[config.mk]
export PLATFORM = sky130hd
export DESIGN_NAME = ddr2uart_reader
export DESIGN_NICKNAME = d
export VERILOG_FILES = /design/src/rtl/ddr2uart_reader_pkg.sv /design/src/rtl/ddr2uart_reader_uart_tx_byte.sv /design/src/rtl/ddr2uart_reader.sv
export SDC_FILE = /design/constraint.sdc
export NUM_CORES = 1
export LEC_CHECK = 0
export CELL_PAD_IN_SITES_DETAIL_PLACEMENT = 1
export CELL_PAD_IN_SITES_GLOBAL_PLACEMENT = 2
export CORE_MARGIN = 3
export CORE_UTILIZATION = 32
export CTS_BUF_LIST = sky130_fd_sc_hd__clkbuf_8
export DETAILED_ROUTE_END_ITERATION = 12
export PLACE_DENSITY_LB_ADDON = 0.1
export RECOVER_POWER = 100
export SYNTH_ARGS = -nofsm -noshare
export SYNTH_HDL_FRONTEND = slang
export SYNTH_SLANG_ARGS = --single-unit
[constraint.sdc]
create_clock -name sys_clk_i -period 6.2 [get_ports sys_clk_i]
set_input_delay 1.24 -clock sys_clk_i [delete_from_list [all_inputs] [get_ports sys_clk_i]]
set_output_delay 1.24 -clock sys_clk_i [all_outputs]
set_load 0.02 [all_outputs]
[src/rtl/ddr2uart_reader_pkg.sv]
// Shared definitions for the DDR-to-UART readback engine: MCB instruction
// codes, FSM state encoding and the word-to-byte helper.
package ddr2uart_reader_pkg;

  // MCB instruction codes
  localparam logic [2:0] CMD_WRITE = 3'b000;
  localparam logic [2:0] CMD_READ  = 3'b001;

  // Readback FSM states
  typedef enum logic [2:0] {
    ST_IDLE      = 3'd0,
    ST_CMD       = 3'd1,
    ST_WAIT_DATA = 3'd2,
    ST_SEND      = 3'd3,
    ST_NEXT      = 3'd4,
    ST_DONE      = 3'd5
  } state_e;

  // Bytes per word for the default 128-bit MCB data port
  localparam int BYTES_PER_WORD = 16;

  // Bytes carried by one MCB read word of the given width
  function automatic int bytes_per_word(input int data_port_size);
    return data_port_size / 8;
  endfunction

endpackage

[src/rtl/ddr2uart_reader_uart_tx_byte.sv]
// 8N1 byte serializer: start bit, eight data bits LSB first, stop bit,
// each held for BIT_CYC clocks. ready_o is high whenever a new byte is accepted.
module uart_tx_byte #(
  parameter int BIT_CYC = 434
) (
  input  logic       clk_i,
  input  logic       rst_i,
  input  logic [7:0] data_i,
  input  logic       start_i,
  output logic       ready_o,
  output logic       tx_o
);

  localparam int CW = (BIT_CYC > 1) ? $clog2(BIT_CYC) : 1;

  logic          busy_q,  busy_d;
  logic [CW-1:0] cyc_q,   cyc_d;
  logic [3:0]    bit_q,   bit_d;
  logic [8:0]    shift_q, shift_d;
  logic          tx_q,    tx_d;

  // Bit timing and shifting: bit_q counts start(0), data(1..8), stop(9)
  always_comb begin
    busy_d  = busy_q;
    cyc_d   = cyc_q;
    bit_d   = bit_q;
    shift_d = shift_q;
    tx_d    = tx_q;
    if (!busy_q) begin
      if (start_i) begin
        busy_d  = 1'b1;
        shift_d = {1'b1, data_i};
        tx_d    = 1'b0;
        bit_d   = 4'd0;
        cyc_d   = '0;
      end else begin
        tx_d = 1'b1;
      end
    end else if (cyc_q == CW'(BIT_CYC - 1)) begin
      cyc_d = '0;
      if (bit_q == 4'd9) begin
        busy_d = 1'b0;
        tx_d   = 1'b1;
      end else begin
        tx_d    = shift_q[0];
        shift_d = {1'b0, shift_q[8:1]};
        bit_d   = bit_q + 4'd1;
      end
    end else begin
      cyc_d = cyc_q + CW'(1);
    end
  end

  // Serializer state register; reset drops any frame in flight back to idle-high
  always_ff @(posedge clk_i) begin
    if (rst_i) begin
      busy_q  <= 1'b0;
      cyc_q   <= '0;
      bit_q   <= 4'd0;
      shift_q <= 9'd0;
      tx_q    <= 1'b1;
    end else begin
      busy_q  <= busy_d;
      cyc_q   <= cyc_d;
      bit_q   <= bit_d;
      shift_q <= shift_d;
      tx_q    <= tx_d;
    end
  end

  assign ready_o = ~busy_q;
  assign tx_o    = tx_q;

endmodule

[src/rtl/ddr2uart_reader.sv]
// Reads a run of words from the MCB read port one at a time and streams
// each word out of the UART, least-significant byte first.
module ddr2uart_reader
  import ddr2uart_reader_pkg::*;
#(
  parameter int CLK_FREQ       = 50000000,
  parameter int BAUD           = 115200,
  parameter int ADDR_WIDTH     = 30,
  parameter int DATA_PORT_SIZE = 128
) (
  input  logic                      sys_clk_i,
  input  logic                      sys_rst_i,
  input  logic                      start_i,
  input  logic [ADDR_WIDTH-1:0]     start_addr_i,
  input  logic [15:0]               word_cnt_i,
  input  logic                      calib_done_i,
  output logic                      busy_o,
  output logic                      done_o,
  output logic                      p0_cmd_en_o,
  output logic [2:0]                p0_cmd_instr_o,
  output logic [5:0]                p0_cmd_bl_o,
  output logic [ADDR_WIDTH-1:0]     p0_cmd_byte_addr_o,
  input  logic                      p0_cmd_full_i,
  output logic                      p0_rd_en_o,
  input  logic [DATA_PORT_SIZE-1:0] p0_rd_data_i,
  input  logic                      p0_rd_empty_i,
  output logic                      uart_tx_o
);

  localparam int BIT_CYC = CLK_FREQ / BAUD;
  localparam int BYTES   = bytes_per_word(DATA_PORT_SIZE);
  localparam int IDX_W   = $clog2(BYTES) + 1;

  state_e                    state_q, state_d;
  logic [ADDR_WIDTH-1:0]     addr_q,  addr_d;
  logic [15:0]               cnt_q,   cnt_d;
  logic [DATA_PORT_SIZE-1:0] data_q,  data_d;
  logic [IDX_W-1:0]          idx_q,   idx_d;
  logic                      busy_q,  busy_d;
  logic                      done_q,  done_d;
  logic                      cmd_en_s;
  logic                      rd_en_s;
  logic                      ser_start_s;
  logic                      ser_ready_s;

  // Next-state logic; MCB strobes are gated by the FIFO flags in the same cycle
  always_comb begin
    state_d     = state_q;
    addr_d      = addr_q;
    cnt_d       = cnt_q;
    data_d      = data_q;
    idx_d       = idx_q;
    cmd_en_s    = 1'b0;
    rd_en_s     = 1'b0;
    ser_start_s = 1'b0;
    case (state_q)
      ST_IDLE: begin
        if (start_i && calib_done_i) begin
          if (word_cnt_i != 16'd0) begin
            addr_d  = start_addr_i & ~ADDR_WIDTH'(BYTES - 1);
            cnt_d   = word_cnt_i;
            state_d = ST_CMD;
          end else begin
            state_d = ST_DONE;
          end
        end else begin
          state_d = ST_IDLE;
        end
      end
      ST_CMD: begin
        if (!p0_cmd_full_i) begin
          cmd_en_s = 1'b1;
          state_d  = ST_WAIT_DATA;
        end else begin
          state_d = ST_CMD;
        end
      end
      ST_WAIT_DATA: begin
        if (!p0_rd_empty_i) begin
          rd_en_s = 1'b1;
          data_d  = p0_rd_data_i;
          idx_d   = '0;
          state_d = ST_SEND;
        end else begin
          state_d = ST_WAIT_DATA;
        end
      end
      ST_SEND: begin
        if (ser_ready_s) begin
          if (idx_q == IDX_W'(BYTES)) begin
            state_d = ST_NEXT;
          end else begin
            ser_start_s = 1'b1;
            data_d      = {8'h00, data_q[DATA_PORT_SIZE-1:8]};
            idx_d       = idx_q + IDX_W'(1);
          end
        end else begin
          state_d = ST_SEND;
        end
      end
      ST_NEXT: begin
        addr_d = addr_q + ADDR_WIDTH'(BYTES);
        cnt_d  = cnt_q - 16'd1;
        if (cnt_q == 16'd1) begin
          state_d = ST_DONE;
        end else begin
          state_d = ST_CMD;
        end
      end
      ST_DONE: begin
        state_d = ST_IDLE;
      end
      default: begin
        state_d = ST_IDLE;
      end
    endcase
    busy_d = (state_d != ST_IDLE);
    done_d = (state_d == ST_DONE);
  end

  // State, datapath and status registers
  always_ff @(posedge sys_clk_i) begin
    if (sys_rst_i) begin
      state_q <= ST_IDLE;
      addr_q  <= '0;
      cnt_q   <= 16'd0;
      data_q  <= '0;
      idx_q   <= '0;
      busy_q  <= 1'b0;
      done_q  <= 1'b0;
    end else begin
      state_q <= state_d;
      addr_q  <= addr_d;
      cnt_q   <= cnt_d;
      data_q  <= data_d;
      idx_q   <= idx_d;
      busy_q  <= busy_d;
      done_q  <= done_d;
    end
  end

  uart_tx_byte #(
    .BIT_CYC (BIT_CYC)
  ) u_tx (
    .clk_i   (sys_clk_i),
    .rst_i   (sys_rst_i),
    .data_i  (data_q[7:0]),
    .start_i (ser_start_s),
    .ready_o (ser_ready_s),
    .tx_o    (uart_tx_o)
  );

  assign busy_o             = busy_q;
  assign done_o             = done_q;
  assign p0_cmd_en_o        = cmd_en_s;
  assign p0_cmd_instr_o     = CMD_READ;
  assign p0_cmd_bl_o        = 6'd0;
  assign p0_cmd_byte_addr_o = addr_q;
  assign p0_rd_en_o         = rd_en_s;

endmodule

==> reports/results.ini, run 1 <==
[critical_path]
critPathArrivalTime_ps=4720
crit_family=buffers and inverters
path_depth=6
cp_slowest_cell=clkbuf_1
critPathCaptureType=register
critical_path.max_stage_delay_ps=1930
cp-start-kind=register
cp_data_required_time_ps=6630
worstPathMaxFanout=60
worstPathCellList=nand3b_1 > clkbuf_1 > or3_1 > nand2_1 > mux2_2 > nor2_1
cp_num_buf_inv=1
worst-setup-path-type=reg2reg
rr_worst_depth=6

[clock_network]
cts_sinks=204
cts_tree=done
path_clk_slew_ps=60
cts_setup_buffers=0
cts_resized=0
cts_made_buffers=39
ctsHoldBuffers=0
clock_path_buffers=3
clk_latency_ps=530
cts_max_level=2
cts_root_buffer=clkbuf_8

[placement]
gp_congestion=0.765
hpwl_mm=19.8
numPortBuffers=206

[synth]
synth_seq_cells=204
yosysTopAreaCellShare_pct=43.0
avgSynthCellArea_um2=7.96
ys_async_sr_fraction_pct=0
syn-cell-area_um2=9510
synth-edff-count=0
seq_area_frac_synth_pct=43.0
ys_types=69
synthesis.instances=1195
synthFlopType=dfxtp_1
yosysWarningCount=0
synth.area.top_cells=dfxtp_1 (43%), a311oi_1 (12%), nand2_1 (11%), nor2_1 (6.6%), clkbuf_1 (2.9%)
yosys.area.top_type=dfxtp_1

[sta]
tns_ps=0
min_period_over_period_pct=69.3
min_period_ps=4290
clock_skew_ps=24.9
max-slew-margin-rel_pct=-80.9
drv_slew=184
hold_viol=0
worstMarginPinSlew_ps=2710
rsz0062_at_grt=false
finalSetupViolCount=0
fmax_mhz=233

[drt]
routed_wl_mm=29.8
first_pass_iters=4
drc=0
viasPerCell=5.15
drt_iter0_drc=438
wl_per_cell_um=16.9
ant_nets=0
vias=9083

[finish]
layout_common_cells=nand2_1 (288), dfxtp_1 (204), clkdlybuf4s50_1 (172)
final_nets=1544
antenna_cells=0
fillers=3483
drive_above_1_share_pct=5.65
multi_input_area_um2=4900
finish.utilization_pct=42.7
area_growth_pct=30.3
final_common_cell=nand2_1
seq_area_um2=4080

[floorplan]
core_um2=29000
die_area_um2=31800
die_h_um=178
die_x_um=178
start_util_pct=32.8
rows=62
io_pins=224

[global_routing]
grt_max_degree=245
busiest_layer=met2
grt_overflow=0
track_usage_pct=18.0
grt_pass1_wl_mm=47.0
grt_pass1_vias=8899
use_met1_pct=23.3
antenna_found_initial=3
grtUsageMet2_pct=30.4
grt_use_met3_pct=4.34

[run_status]
status=complete, but fails checks
violations=capacitance limit, slew limit

[power_and_ir_drop]
power.density_nw_per_um2=247
cellLeakagePower_nw=4.32
ir_worst_vdd_v=0.000114

[worst_hold_path]
hp-class=reg2reg
hold_depth=2

[flow_run]
maxCapViolations=4

==> flip-flops by register name, indices dropped and copies added, names as in the netlist, 3 cells and up <==
register,count
u_tx.bit_q,4
cnt_q,16
idx_q,5
u_tx.cyc_q,9
data_q,128
state_q,3
p0_cmd_byte_addr_o,26
u_tx.shift_q,9
==> layer usage <==
metal	up-vias	routed length, µm
met4	6	420
met2	159	14200
li1	4612	-
met3	42	1530
met1	4264	13600
met5	-	36
==> logic make-up (layout without fill, tap and decap cells) <==
family          count (synthesis)  in the layout  synth area share [%]
simple gates                  579            579                  26.7
compound gates                262            262                  21.4
flops                         204            204                  43.0
buf+inv                       120            295                  5.79
mux                            10             10                  1.07
fa+ha+maj                       9              9                  1.18
xor+xnor                        9              9                 0.829
other cells                     2             13                0.0790
==> power by group <==
part	internal (mW)	switching [mW]	leakage, nW
Clock	0.694	0.568	0.439
Combinational	0.191	0.185	2.23
Sequential	1.37	0.0532	1.65
==> tightest hold or removal path, stage by stage, from the launching register on <==
cell,delay (ps)
dfxtp_1,310
nand2_1,50
a311oi_1,70
==> stage by stage <==
| stage | cell area [µm²] | instances | setup slack, ps | total power, mW | hold slack (ps) |
|---|---|---|---|---|---|
| after detailed placement | 11700 | 1698 | 2080 | 1.84 | 471 |
| final | 12400 | 1765 | 1910 | 3.06 | 470 |
| after global routing | 12400 | 1765 | 1330 | 3.24 | 499 |
| after CTS | 12400 | 1765 | 2070 | 3.13 | 476 |
| after floorplan | 9550 | 1206 | 2940 | 1.65 | 436 |
| after global placement | 11700 | 1698 | 2080 | 1.83 | 462 |
==> final timing paths <==
check	from	end	slack, ps
setup / recovery	state_q[2]$_SDFF_PP0_	u_tx.bit_q[0]$_SDFFE_PP0P_	1910
hold / removal	data_q[15]$_SDFFE_PP0P_	data_q[7]$_SDFFE_PP0P_	470
setup reg to reg	state_q[2]$_SDFF_PP0_	u_tx.bit_q[0]$_SDFFE_PP0P_	1910
hold reg to reg	data_q[15]$_SDFFE_PP0P_	data_q[7]$_SDFFE_PP0P_	470
==> layout make-up <==
type	count	share of cell area, %
inverters	11	0.333
flip-flops and latches	204	33.0
clock inverters	19	0.656
repair buffers	217	17.3
clock buffers	48	5.33
multi-input cells	882	39.6
well taps	384	3.88
==> Yosys cell counts, drive strengths merged (5+ instances only) <==
| master | number |
|---|---|
| nor2 | 170 |
| inv | 11 |
| nor4 | 9 |
| a2bb2oi | 10 |
| or4 | 5 |
| nand3 | 27 |
| mux2i | 9 |
| a31oi | 17 |
| dfxtp | 204 |
| nand4 | 16 |
| a211oi | 16 |
| ha | 9 |
| nand2 | 288 |
| o211ai | 11 |
| or3 | 7 |
| clkbuf | 73 |
| xnor2 | 5 |
| o21ai | 12 |
| a21oi | 40 |
| buf | 36 |
| a22oi | 9 |
| nor3 | 18 |
| o311ai | 5 |
| nand3b | 6 |
| a311oi | 127 |
(Power assumes the default switching activity.)
==> inputs of run 2 (changes only) <==
Settings changed: CORE_UTILIZATION 32 to 29.
Clock period 6.2 ns to 4.1 ns, I/O delays scaled along.
==> reports/results.ini, run 2 (synthesized netlist as in run 1, its figures left out) <==
[run_status]
status=complete, but fails checks
violations=capacitance limit, slew limit

[clock_network]
clk_latency_ps=540
cts_resized=0
cts_made_buffers=41
clock_path_buffers=3
ctsHoldBuffers=0
cts_root_buffer=clkbuf_8
cts_tree=done
cts_max_level=2
cts_setup_buffers=0
cts_sinks=204
path_clk_slew_ps=50

[sta]
clock_skew_ps=14.6
min_period_ps=3490
tns_ps=0
rsz0062_at_grt=false
max-slew-margin-rel_pct=-1.74
min_period_over_period_pct=85.2
drv_slew=40
worstMarginPinSlew_ps=1530
hold_viol=0
whs_ps=471
finalSetupViolCount=0
fmax_mhz=286

[floorplan]
rows=65
io_pins=224
start_util_pct=29.7
die_h_um=187
core_um2=32000
die_x_um=187
die_area_um2=35000

[drt]
first_pass_iters=6
viasPerCell=5.07
drc=0
routed_wl_mm=31.2
ant_nets=0
wl_per_cell_um=17.1
drt_iter0_drc=344
vias=9254

[critical_path]
cp_data_required_time_ps=4570
critPathArrivalTime_ps=3960
worst-setup-path-type=in2reg
worstPathMaxFanout=28
cp-start-kind=input port
worstPathCellList=clkdlybuf4s50_1 > and4bb_1 > nor2b_1 > and2_0 > clkbuf_1 > a22oi_1 > a21oi_1
critPathCaptureType=register
critical_path.max_stage_delay_ps=1100
cp_slowest_cell=clkbuf_1

[global_routing]
grt_overflow=0
antenna_found_initial=4
track_usage_pct=17.0
grt_pass1_wl_mm=49.7
grt_max_degree=151
grt_pass1_vias=9334

[finish]
layout_common_cells=nand2_1 (288), dfxtp_1 (204), clkdlybuf4s50_1 (173)
drive_above_1_share_pct=5.91
area_growth_pct=31.7
fillers=3846
largest_reg_flops=128
final_nets=1549
top_register=data_q
final_area_um2=12500
multi_input_area_um2=4880
final_common_cell=nand2_1
finish.utilization_pct=39.2
seq_area_um2=4080

[power_and_ir_drop]
power.density_nw_per_um2=380
ir_worst_vdd_v=0.000155
cellLeakagePower_nw=4.36

[placement]
gp_congestion=0.757
hpwl_mm=20.8
dpl_cell_area_um2=11800
numPortBuffers=206

[worst_hold_path]
hp-class=reg2reg

[flow_run]
maxCapViolations=1

-- run 2: routing by layer --
metal	track usage, %	vias to the layer above	wire length, µm
li1	-	4613	-
met1	21.9	4395	14500
met2	28.2	181	14400
met3	3.97	59	1550
met4	5.09	6	742
met5	0	-	34
-- run 2: final timing paths --
| check | start | endpoint | slack, ps | depth (start not counted) |
|---|---|---|---|---|
| max | start_i | cnt_q[14]$_SDFFE_PP0P_ | 610 | 7 |
| min | u_tx.tx_o$_SDFFE_PP1N_ | u_tx.tx_o$_SDFFE_PP1N_ | 470 | 2 |
| max reg2reg | state_q[0]$_SDFF_PP0_ | data_q[96]$_SDFFE_PP0P_ | 700 | 5 |
| min reg2reg | u_tx.tx_o$_SDFFE_PP1N_ | u_tx.tx_o$_SDFFE_PP1N_ | 470 | 2 |
-- run 2: worst max-delay path, delay by kind of cell --
kind	cells	cell delay, ps
buffers and inverters	2	1580
AND/OR/NAND/NOR	3	1090
AO/OA/AOI/OAI	2	470
-- run 2: metrics by stage --
step	cells	power [mW]	setup WS [ps]
after CTS	1822	4.88	675
final	1824	4.76	608
after global routing	1823	5.02	336
after detailed placement	1752	2.79	679
after global placement	1752	2.78	728
after floorplan	1206	2.49	1680
-- run 2: layout make-up --
class / count / share of cell area (%)
Antenna cell: 2 / 0.0400
Clock buffer: 52 / 5.72
Clock inverter: 18 / 0.650
Inverter: 11 / 0.330
Multi-Input combinational cell: 882 / 39.0
Sequential cell: 204 / 32.6
Tap cell: 435 / 4.35
Timing Repair Buffer: 220 / 17.3
-- run 2: power by group --
group          internal, mW  switching (mW)
logic                 0.289           0.284
clock network          1.13           0.892
registers              2.07          0.0824
